[src/rtl/apb_pad_ctrl_pkg.sv]
// Shared constants and types for the pad-frame controller.
package apb_pad_ctrl_pkg;

  // Register offsets (bytes) and per-pad region bases
  localparam logic [9:0] OFF_CTRL   = 10'h000;
  localparam logic [9:0] OFF_STATUS = 10'h004;
  localparam logic [9:0] OFF_INFO   = 10'h008;
  localparam logic [9:0] BASE_MUX   = 10'h100;
  localparam logic [9:0] BASE_CFG   = 10'h200;
  localparam logic [9:0] BASE_ACT   = 10'h300;

  // CTRL bits
  localparam int CTRL_COMMIT = 0;
  localparam int CTRL_LOCK   = 1;

  // STATUS bits
  localparam int STAT_BUSY   = 0;
  localparam int STAT_LOCKED = 1;
  localparam int STAT_ERR    = 2;

  localparam logic [3:0] VERSION = 4'd2;

  typedef enum logic {IDLE, SETTLE} state_t;

endpackage

[src/rtl/apb_pad_ctrl_seq.sv]
// Commit sequencer: captures which pads change function, holds them at the
// safe config for SETTLE_CYCLES cycles, then pulses load_o.
module apb_pad_ctrl_seq
  import apb_pad_ctrl_pkg::*;
#(
  parameter int unsigned N_PADS        = 32,
  parameter int unsigned MUX_WIDTH     = 2,
  parameter int unsigned SETTLE_CYCLES = 4
)(
  input  logic                                HCLK,
  input  logic                                HRESETn,
  input  logic                                commit_i,
  input  logic [N_PADS-1:0][MUX_WIDTH-1:0]    shadow_mux,
  input  logic [N_PADS-1:0][MUX_WIDTH-1:0]    active_mux,
  output logic                                load_o,
  output logic                                busy_o,
  output logic [N_PADS-1:0]                   force_mask_o
);

  state_t            state;
  logic [7:0]        cnt;
  logic [N_PADS-1:0] chg_mask;

  // Commit FSM: IDLE -> SETTLE on commit, back to IDLE when the count expires
  always_ff @(posedge HCLK or negedge HRESETn) begin
    if (!HRESETn) begin
      state    <= IDLE;
      cnt      <= '0;
      chg_mask <= '0;
      busy_o   <= 1'b0;
    end else if (state == IDLE) begin
      if (commit_i && (SETTLE_CYCLES != 0)) begin
        state  <= SETTLE;
        cnt    <= 8'(SETTLE_CYCLES - 1);
        busy_o <= 1'b1;
        for (int i = 0; i < N_PADS; i++)
          chg_mask[i] <= (shadow_mux[i] != active_mux[i]);
      end
    end else begin
      if (cnt == 8'd0) begin
        state    <= IDLE;
        busy_o   <= 1'b0;
        chg_mask <= '0;
      end else begin
        cnt <= cnt - 8'd1;
      end
    end
  end

  // With no settle time the transfer happens on the commit edge itself
  assign load_o       = (SETTLE_CYCLES == 0) ? commit_i
                                             : ((state == SETTLE) && (cnt == 8'd0));
  assign force_mask_o = chg_mask;

endmodule

[src/rtl/apb_pad_ctrl.sv]
// APB slave for the pad frame: shadow mux/cfg registers, atomic commit with
// glitch-free settle, sticky lock and error reporting.
module apb_pad_ctrl
  import apb_pad_ctrl_pkg::*;
#(
  parameter int unsigned          APB_ADDR_WIDTH = 12,
  parameter int unsigned          N_PADS         = 32,
  parameter int unsigned          MUX_WIDTH      = 2,
  parameter int unsigned          CFG_WIDTH      = 6,
  parameter int unsigned          SETTLE_CYCLES  = 4,
  parameter logic [CFG_WIDTH-1:0] SAFE_CFG       = '0
)(
  input  logic                             HCLK,
  input  logic                             HRESETn,
  input  logic [APB_ADDR_WIDTH-1:0]        PADDR,
  input  logic [31:0]                      PWDATA,
  input  logic                             PWRITE,
  input  logic                             PSEL,
  input  logic                             PENABLE,
  output logic [31:0]                      PRDATA,
  output logic                             PREADY,
  output logic                             PSLVERR,
  output logic [N_PADS-1:0][MUX_WIDTH-1:0] pad_mux_o,
  output logic [N_PADS-1:0][CFG_WIDTH-1:0] pad_cfg_o,
  output logic                             busy_o
);

  logic [N_PADS-1:0][MUX_WIDTH-1:0] shadow_mux, active_mux;
  logic [N_PADS-1:0][CFG_WIDTH-1:0] shadow_cfg, active_cfg;
  logic                             locked, err_q;
  logic                             load, busy;
  logic [N_PADS-1:0]                force_mask;

  // Address decode: only PADDR[9:2] matters
  logic [9:0] off;
  logic [1:0] region;
  logic [5:0] pad_idx;
  logic       unused_bits;

  assign off         = {PADDR[9:2], 2'b00};
  assign region      = off[9:8];
  assign pad_idx     = off[7:2];
  assign unused_bits = ^{PADDR, PWDATA};

  logic access, is_ctrl, is_status, is_info, is_mux, is_cfg, is_act;
  logic in_range, addr_err, wr_err, err, wr_ok, commit;

  assign access    = PSEL & PENABLE;
  assign is_ctrl   = (off == OFF_CTRL);
  assign is_status = (off == OFF_STATUS);
  assign is_info   = (off == OFF_INFO);
  assign is_mux    = (region == BASE_MUX[9:8]);
  assign is_cfg    = (region == BASE_CFG[9:8]);
  assign is_act    = (region == BASE_ACT[9:8]);
  assign in_range  = ({1'b0, pad_idx} < 7'(N_PADS));

  assign addr_err = (region == 2'b00) ? !(is_ctrl | is_status | is_info) : !in_range;

  // Once locked only the ERR clear is allowed; while busy the shadows and
  // COMMIT are frozen so the in-flight transfer stays atomic.
  assign wr_err = PWRITE & (locked ? !is_status
                                   : (busy & (is_mux | is_cfg | (is_ctrl & PWDATA[CTRL_COMMIT]))));
  assign err    = addr_err | wr_err;
  assign wr_ok  = access & PWRITE & ~err;
  assign commit = wr_ok & is_ctrl & PWDATA[CTRL_COMMIT];

  apb_pad_ctrl_seq #(
    .N_PADS        (N_PADS),
    .MUX_WIDTH     (MUX_WIDTH),
    .SETTLE_CYCLES (SETTLE_CYCLES)
  ) u_seq (
    .HCLK         (HCLK),
    .HRESETn      (HRESETn),
    .commit_i     (commit),
    .shadow_mux   (shadow_mux),
    .active_mux   (active_mux),
    .load_o       (load),
    .busy_o       (busy),
    .force_mask_o (force_mask)
  );

  // Shadow registers take APB writes; active registers copy shadow on load
  always_ff @(posedge HCLK or negedge HRESETn) begin
    if (!HRESETn) begin
      shadow_mux <= '0;
      shadow_cfg <= '0;
      active_mux <= '0;
      active_cfg <= '0;
    end else begin
      for (int i = 0; i < N_PADS; i++) begin
        if (wr_ok && is_mux && (pad_idx == 6'(i)))
          shadow_mux[i] <= PWDATA[MUX_WIDTH-1:0];
        if (wr_ok && is_cfg && (pad_idx == 6'(i)))
          shadow_cfg[i] <= PWDATA[CFG_WIDTH-1:0];
      end
      if (load) begin
        active_mux <= shadow_mux;
        active_cfg <= shadow_cfg;
      end
    end
  end

  // Sticky lock and error flag
  always_ff @(posedge HCLK or negedge HRESETn) begin
    if (!HRESETn) begin
      locked <= 1'b0;
      err_q  <= 1'b0;
    end else begin
      if (wr_ok && is_ctrl && PWDATA[CTRL_LOCK])
        locked <= 1'b1;
      if (access && err)
        err_q <= 1'b1;
      else if (wr_ok && is_status && PWDATA[STAT_ERR])
        err_q <= 1'b0;
    end
  end

  // Per-pad read selection; an out-of-range index matches nothing
  logic [MUX_WIDTH-1:0] rd_smux, rd_amux;
  logic [CFG_WIDTH-1:0] rd_scfg, rd_acfg;

  always_comb begin
    rd_smux = '0;
    rd_amux = '0;
    rd_scfg = '0;
    rd_acfg = '0;
    for (int i = 0; i < N_PADS; i++) begin
      if (pad_idx == 6'(i)) begin
        rd_smux = shadow_mux[i];
        rd_amux = active_mux[i];
        rd_scfg = shadow_cfg[i];
        rd_acfg = active_cfg[i];
      end
    end
  end

  // Read data mux
  logic [31:0] rdata;

  always_comb begin
    rdata = '0;
    if (region == 2'b00) begin
      if (is_ctrl) begin
        rdata[CTRL_LOCK] = locked;
      end else if (is_status) begin
        rdata[STAT_BUSY]   = busy;
        rdata[STAT_LOCKED] = locked;
        rdata[STAT_ERR]    = err_q;
      end else if (is_info) begin
        rdata[7:0]   = 8'(N_PADS);
        rdata[11:8]  = 4'(MUX_WIDTH);
        rdata[15:12] = 4'(CFG_WIDTH - 1);
        rdata[19:16] = VERSION;
      end
    end else if (is_mux) begin
      rdata[MUX_WIDTH-1:0] = rd_smux;
    end else if (is_cfg) begin
      rdata[CFG_WIDTH-1:0] = rd_scfg;
    end else if (is_act) begin
      rdata[8 +: CFG_WIDTH] = rd_acfg;
      rdata[MUX_WIDTH-1:0]  = rd_amux;
    end
  end

  assign PRDATA  = (access & ~PWRITE & ~err) ? rdata : 32'h0;
  assign PSLVERR = access & err;
  assign PREADY  = 1'b1;

  // Changing pads sit at the safe config while the sequencer settles
  always_comb begin
    for (int i = 0; i < N_PADS; i++)
      pad_cfg_o[i] = force_mask[i] ? SAFE_CFG : active_cfg[i];
  end

  assign pad_mux_o = active_mux;
  assign busy_o    = busy;

endmodule

[config.mk]
export PLATFORM = sky130hd
export DESIGN_NAME = apb_pad_ctrl
export DESIGN_NICKNAME = d
export VERILOG_FILES = /design/src/rtl/apb_pad_ctrl_pkg.sv /design/src/rtl/apb_pad_ctrl_seq.sv /design/src/rtl/apb_pad_ctrl.sv
export SDC_FILE = /design/constraint.sdc
export NUM_CORES = 1
export LEC_CHECK = 0
export BUFFER_PORTS_ARGS = -buffer_cell sky130_fd_sc_hd__buf_2
export CAP_MARGIN = 20
export CORE_UTILIZATION = 50
export DETAILED_ROUTE_END_ITERATION = 16
export PLACE_DENSITY = 0.8
export SYNTH_ARGS = -nofsm -noshare
export SYNTH_HDL_FRONTEND = slang
export SYNTH_SLANG_ARGS = --single-unit
[constraint.sdc]
create_clock -name HCLK -period 2.02 [get_ports HCLK]
set_input_delay 0 -clock HCLK [delete_from_list [all_inputs] [get_ports HCLK]]
set_output_delay 0 -clock HCLK [all_outputs]
set_load 0.01 [all_outputs]
==> results list <==
* Buffers on Ports: 290
- The number of antenna violations at the first check in global routing was 4.
* F_max: 0.323 GHz
* Fraction of final layout cells with drive strength greater than 1: 48.7%
- The first global-routing pass estimated 163 mm of wire.
- The setup path with the least slack is of type flip-flop to output port.
* Number of H-tree branching levels: 2
- Antenna-violating nets left: 0
- Die height: 238 µm
* Count of vias placed by the detailed router: 24.6k
- In the final design database the tool counted 3,195 nets.
* Most used standard cell by instance count after synthesis: sky130_fd_sc_hd__dfrtp_1
* Clock transition at path regs: 0.06 ns
- Leak pwr: 19.3 nW
- Counting flops with an async set or reset pin after synthesis yields a share of 100%.
* Maximum VDD drop: 688 µV
- The flow ran to the end, but the final reports show violations.
* Fraction of the yosys area taken by sequential cells: 49.8%
* Top post-synthesis cells by count: sky130_fd_sc_hd__dfrtp_1, sky130_fd_sc_hd__mux2_2, sky130_fd_sc_hd__nor2b_1, sky130_fd_sc_hd__nand2_1, sky130_fd_sc_hd__o21ai_0
- Gate power share: 6.3%
* Aggregate global-route resource usage: 39.3%
- For this design the total switching power over the nets is 5.83 mW.
- Bufs on Longest Clock Path: 3
* Initial cell density of the core: 50.6%
- Clock tree synthesis inserted a total of 58 buffers.
* Average wire length per cell after detail routing: 29.0 µm
* Overall power after layout: 24.3 mW
- The tree is rooted in a sky130_fd_sc_hd__clkbuf_16.
- Max-cap check violation count: 0
* Capture point of the worst reg-to-reg path: shadow_cfg[7]$_DFFE_PN0P_
* Placer's final routability congestion estimate: 1.03
- The tree built by TritonCTS fans out to 556 sinks.
- The biggest area contributor in the post-synthesis netlist is sky130_fd_sc_hd__dfrtp_1.
- Setup repair after global routing could not meet its margin everywhere.
* Signal arrival time at the worst endpoint: 3.10 ns
* HPWL after DPL: 82.4 mm
- Core area: 55,200 µm²
- Share of total power in the clock network: 47.5%
- For this block, the initial DRC count from the detailed router was 3,110.
* Average cell area after synthesis: 11.7 µm²
- The synthesized design contains 556 register bits.
* Number of synthesized flops with an enable pin: 0
- Crit start category: flip-flop
* Final setup violation count: 44
* Drt drc: 0
- In this run the worst path has a maximum fanout of 3.
* Sort of element at the end of the critical path: output port
- The area growth from synthesis to layout is 33.9%.
- For this run, the detailed router's first-pass iteration total came to 6.
- Placed Cells: 3,806
* Req. time, crit path: 2.02 ns
- Worst-case register-to-register setup slack: -0.09 ns
- For the worst-skew pair, the clock arrives at the later sink with an insertion delay of 0.66 ns.
* Overflow after GRT: 0
- CTS tree: yes
- The via count of the first global-routing pass was 24.5k.
- The number of cells on the worst reg-to-reg path is 11.
* Worst reg2reg startpoint: locked$_DFFE_PN0P_
- At the pin with the least slew margin, the transition time is 0.960 ns.
- Proportion of netlist area held by the largest area contributor: 49.8%
* Avg Vias per Cell: 6.25
- The min-delay analysis places its worst path in the category primary input to async pin.
* Worst max-slew margin expressed relative to the limit: 36.0%
- For this block, the routed nets add up to 114 mm of wire.
- Violations in the final reports: negative setup slack
- Area enclosed by the die boundary: 56,800 µm²
- Int Pwr: 18.5 mW
- Min setup slack post-route: -1.08 ns
- Most used flip-flop cell after synthesis: sky130_fd_sc_hd__dfrtp_1
- Number of distinct standard cells referenced by the synthesized netlist: 75
* Total of warnings raised by yosys: 0
- Final number of hold-violating endpoints: 0
- Seq pwr share: 46.2%
- Leaving out filler cells and counting taps, the final layout contains 3,939.
- Post-Syn Area: 27,900 µm²
- The final number of max-transition violations is 0.
* Largest cells by area after synthesis: sky130_fd_sc_hd__dfrtp_1, sky130_fd_sc_hd__mux2_2, sky130_fd_sc_hd__nor2b_1
* Number of instances in the synthesized netlist: 2,385
- Site Rows: 86
* Die X: 238 µm
* Largest net degree at the start of global routing: 87
- Subtracting the final worst setup slack from the clock period gives 3.10 ns.
- Part of the cycle the worst path needs: 153%
- Number of primary I/O pins: 340
- Clock skew after layout: 0.0303 ns
* Power per Cell Area: 649 nW/µm²
- Net switching share of the total power: 24.0%
-- cell type report --
type	instances	area (µm²)
multi-input combinational	1663	14100
antenna	2	5.00
tap	748	936
clock inverter	28	375
inverter	15	56.3
clock buffer	80	1660
fill	3987	17800
timing repair buffer	847	6400
sequential	556	13900
-- registers in the layout (all words and copies together), names as in the netlist --
name	flops
u_seq.state	1
active_cfg	192
shadow_mux	64
u_seq.cnt	8
u_seq.force_mask_o	32
locked	1
err_q	1
shadow_cfg	192
pad_mux_o	64
u_seq.busy_o	1
-- what timing repair did --
action / in CTS / in global routing
gates resized for setup: 88 / 113
buffers inserted: 4 / 17
hold endpoints to repair: 667 / 0
pin swaps: 45 / 49
gates cloned: 2 / 3
endpoints found under the setup margin: 194 / 300
hold buffers: 9 / 0
-- power by group through the flow --
stage	clock [mW]	sequential, mW	combinational, mW
floorplan	0	11.4	0.504
global placement	0	11.4	1.38
detailed placement	0	11.4	1.40
CTS	11.6	11.2	1.45
global route	12.0	11.2	1.60
finish	11.5	11.2	1.53
-- layer usage --
metal  share of wire [%]  wire length (µm)  track usage (%)  vias to the layer above
li1                    -                 -                -                    10100
met3                 9.9             11300             7.18                      425
met5                   0                 0                0                        -
met2                  46             52300             61.4                     1673
met4                 6.7              7680             22.7                        0
met1                  38             42800             51.7                    12400
-- logic make-up (layout without fill, tap and decap cells) --
logic type      Yosys count  after routing  share of synthesized area [%]
mux                     583            583                           24.3
xor+xnor                 70             70                           2.19
other cells               2             21                         0.0269
flops                   556            556                           49.8
fa+ha+maj                 5              5                          0.224
simple gates            583            583                           11.2
buf+inv                 183            970                           3.00
compound gates          403            403                           9.24
-- worst max-delay path by stage --
stage	depth (start not counted)	to	from	slack [ns]
floorplan	8	shadow_mux[0]$_DFFE_PN0P_	PADDR[4]	-0.01
global placement	13	PRDATA[1]	PADDR[5]	-0.94
detailed placement	13	PRDATA[1]	PADDR[5]	-0.93
CTS	8	PRDATA[1]	shadow_mux[15]$_DFFE_PN0P_	-0.99
global route	10	PRDATA[0]	shadow_cfg[18]$_DFFE_PN0P_	-1.08
finish	10	PRDATA[0]	shadow_cfg[42]$_DFFE_PN0P_	-1.08
-- placed cells by master, fill, tap and decap left out, types with 9 or more instances in the layout --
cell,n
sky130_fd_sc_hd__nand2_2,13
sky130_fd_sc_hd__nor2b_1,202
sky130_fd_sc_hd__mux2_2,437
sky130_fd_sc_hd__a222oi_1,9
sky130_fd_sc_hd__a21oi_2,9
sky130_fd_sc_hd__conb_1,19
sky130_fd_sc_hd__buf_2,280
sky130_fd_sc_hd__a21oi_1,61
sky130_fd_sc_hd__a31oi_1,9
sky130_fd_sc_hd__nand2_1,134
sky130_fd_sc_hd__mux4_2,24
sky130_fd_sc_hd__mux2_1,60
sky130_fd_sc_hd__inv_1,12
sky130_fd_sc_hd__buf_6,18
sky130_fd_sc_hd__a22oi_1,40
sky130_fd_sc_hd__buf_12,44
sky130_fd_sc_hd__o22ai_1,14
sky130_fd_sc_hd__buf_4,491
sky130_fd_sc_hd__xor2_1,67
sky130_fd_sc_hd__o21ai_1,39
sky130_fd_sc_hd__clkbuf_16,62
sky130_fd_sc_hd__mux2_4,24
sky130_fd_sc_hd__nor2_1,93
sky130_fd_sc_hd__o21ai_0,98
sky130_fd_sc_hd__o221ai_1,13
sky130_fd_sc_hd__nand3_1,13
sky130_fd_sc_hd__nand2_4,18
sky130_fd_sc_hd__clkbuf_1,11
sky130_fd_sc_hd__a22o_1,11
sky130_fd_sc_hd__clkbuf_8,10
sky130_fd_sc_hd__dfrtp_1,555
sky130_fd_sc_hd__mux2i_1,37
sky130_fd_sc_hd__nand4_1,9
sky130_fd_sc_hd__a221oi_1,10
sky130_fd_sc_hd__nor3_1,20
-- stage by stage --
step	utilization (%)	setup TNS, ns	hold slack (ns)	setup WS, ns	instance area (µm²)
global route	67.8	-12.56	0.0590	-1.08	37400
detailed placement	61.9	-171.04	-0.0195	-0.931	34200
CTS	66.6	-8.79	0.0539	-0.993	36800
finish	67.8	-9.86	0.0553	-1.08	37400
global placement	61.9	-145.39	-0.0239	-0.942	34200
floorplan	-	-0.482	-0.296	-0.0101	28100
-- critical path, cell delays in order (launching register included) --
cell and delay (ns):
sky130_fd_sc_hd__dfrtp_1 0.40, sky130_fd_sc_hd__mux2_2 0.28, sky130_fd_sc_hd__a22oi_1 0.31, sky130_fd_sc_hd__o21ai_2 0.11, sky130_fd_sc_hd__a2111oi_4 0.31, sky130_fd_sc_hd__buf_4 0.19, sky130_fd_sc_hd__a211oi_4 0.04, sky130_fd_sc_hd__nor4_2 0.34
sky130_fd_sc_hd__buf_4 0.18, sky130_fd_sc_hd__o31ai_4 0.11, sky130_fd_sc_hd__buf_2 0.19
Note: power is estimated with default switching activity, not from simulation.
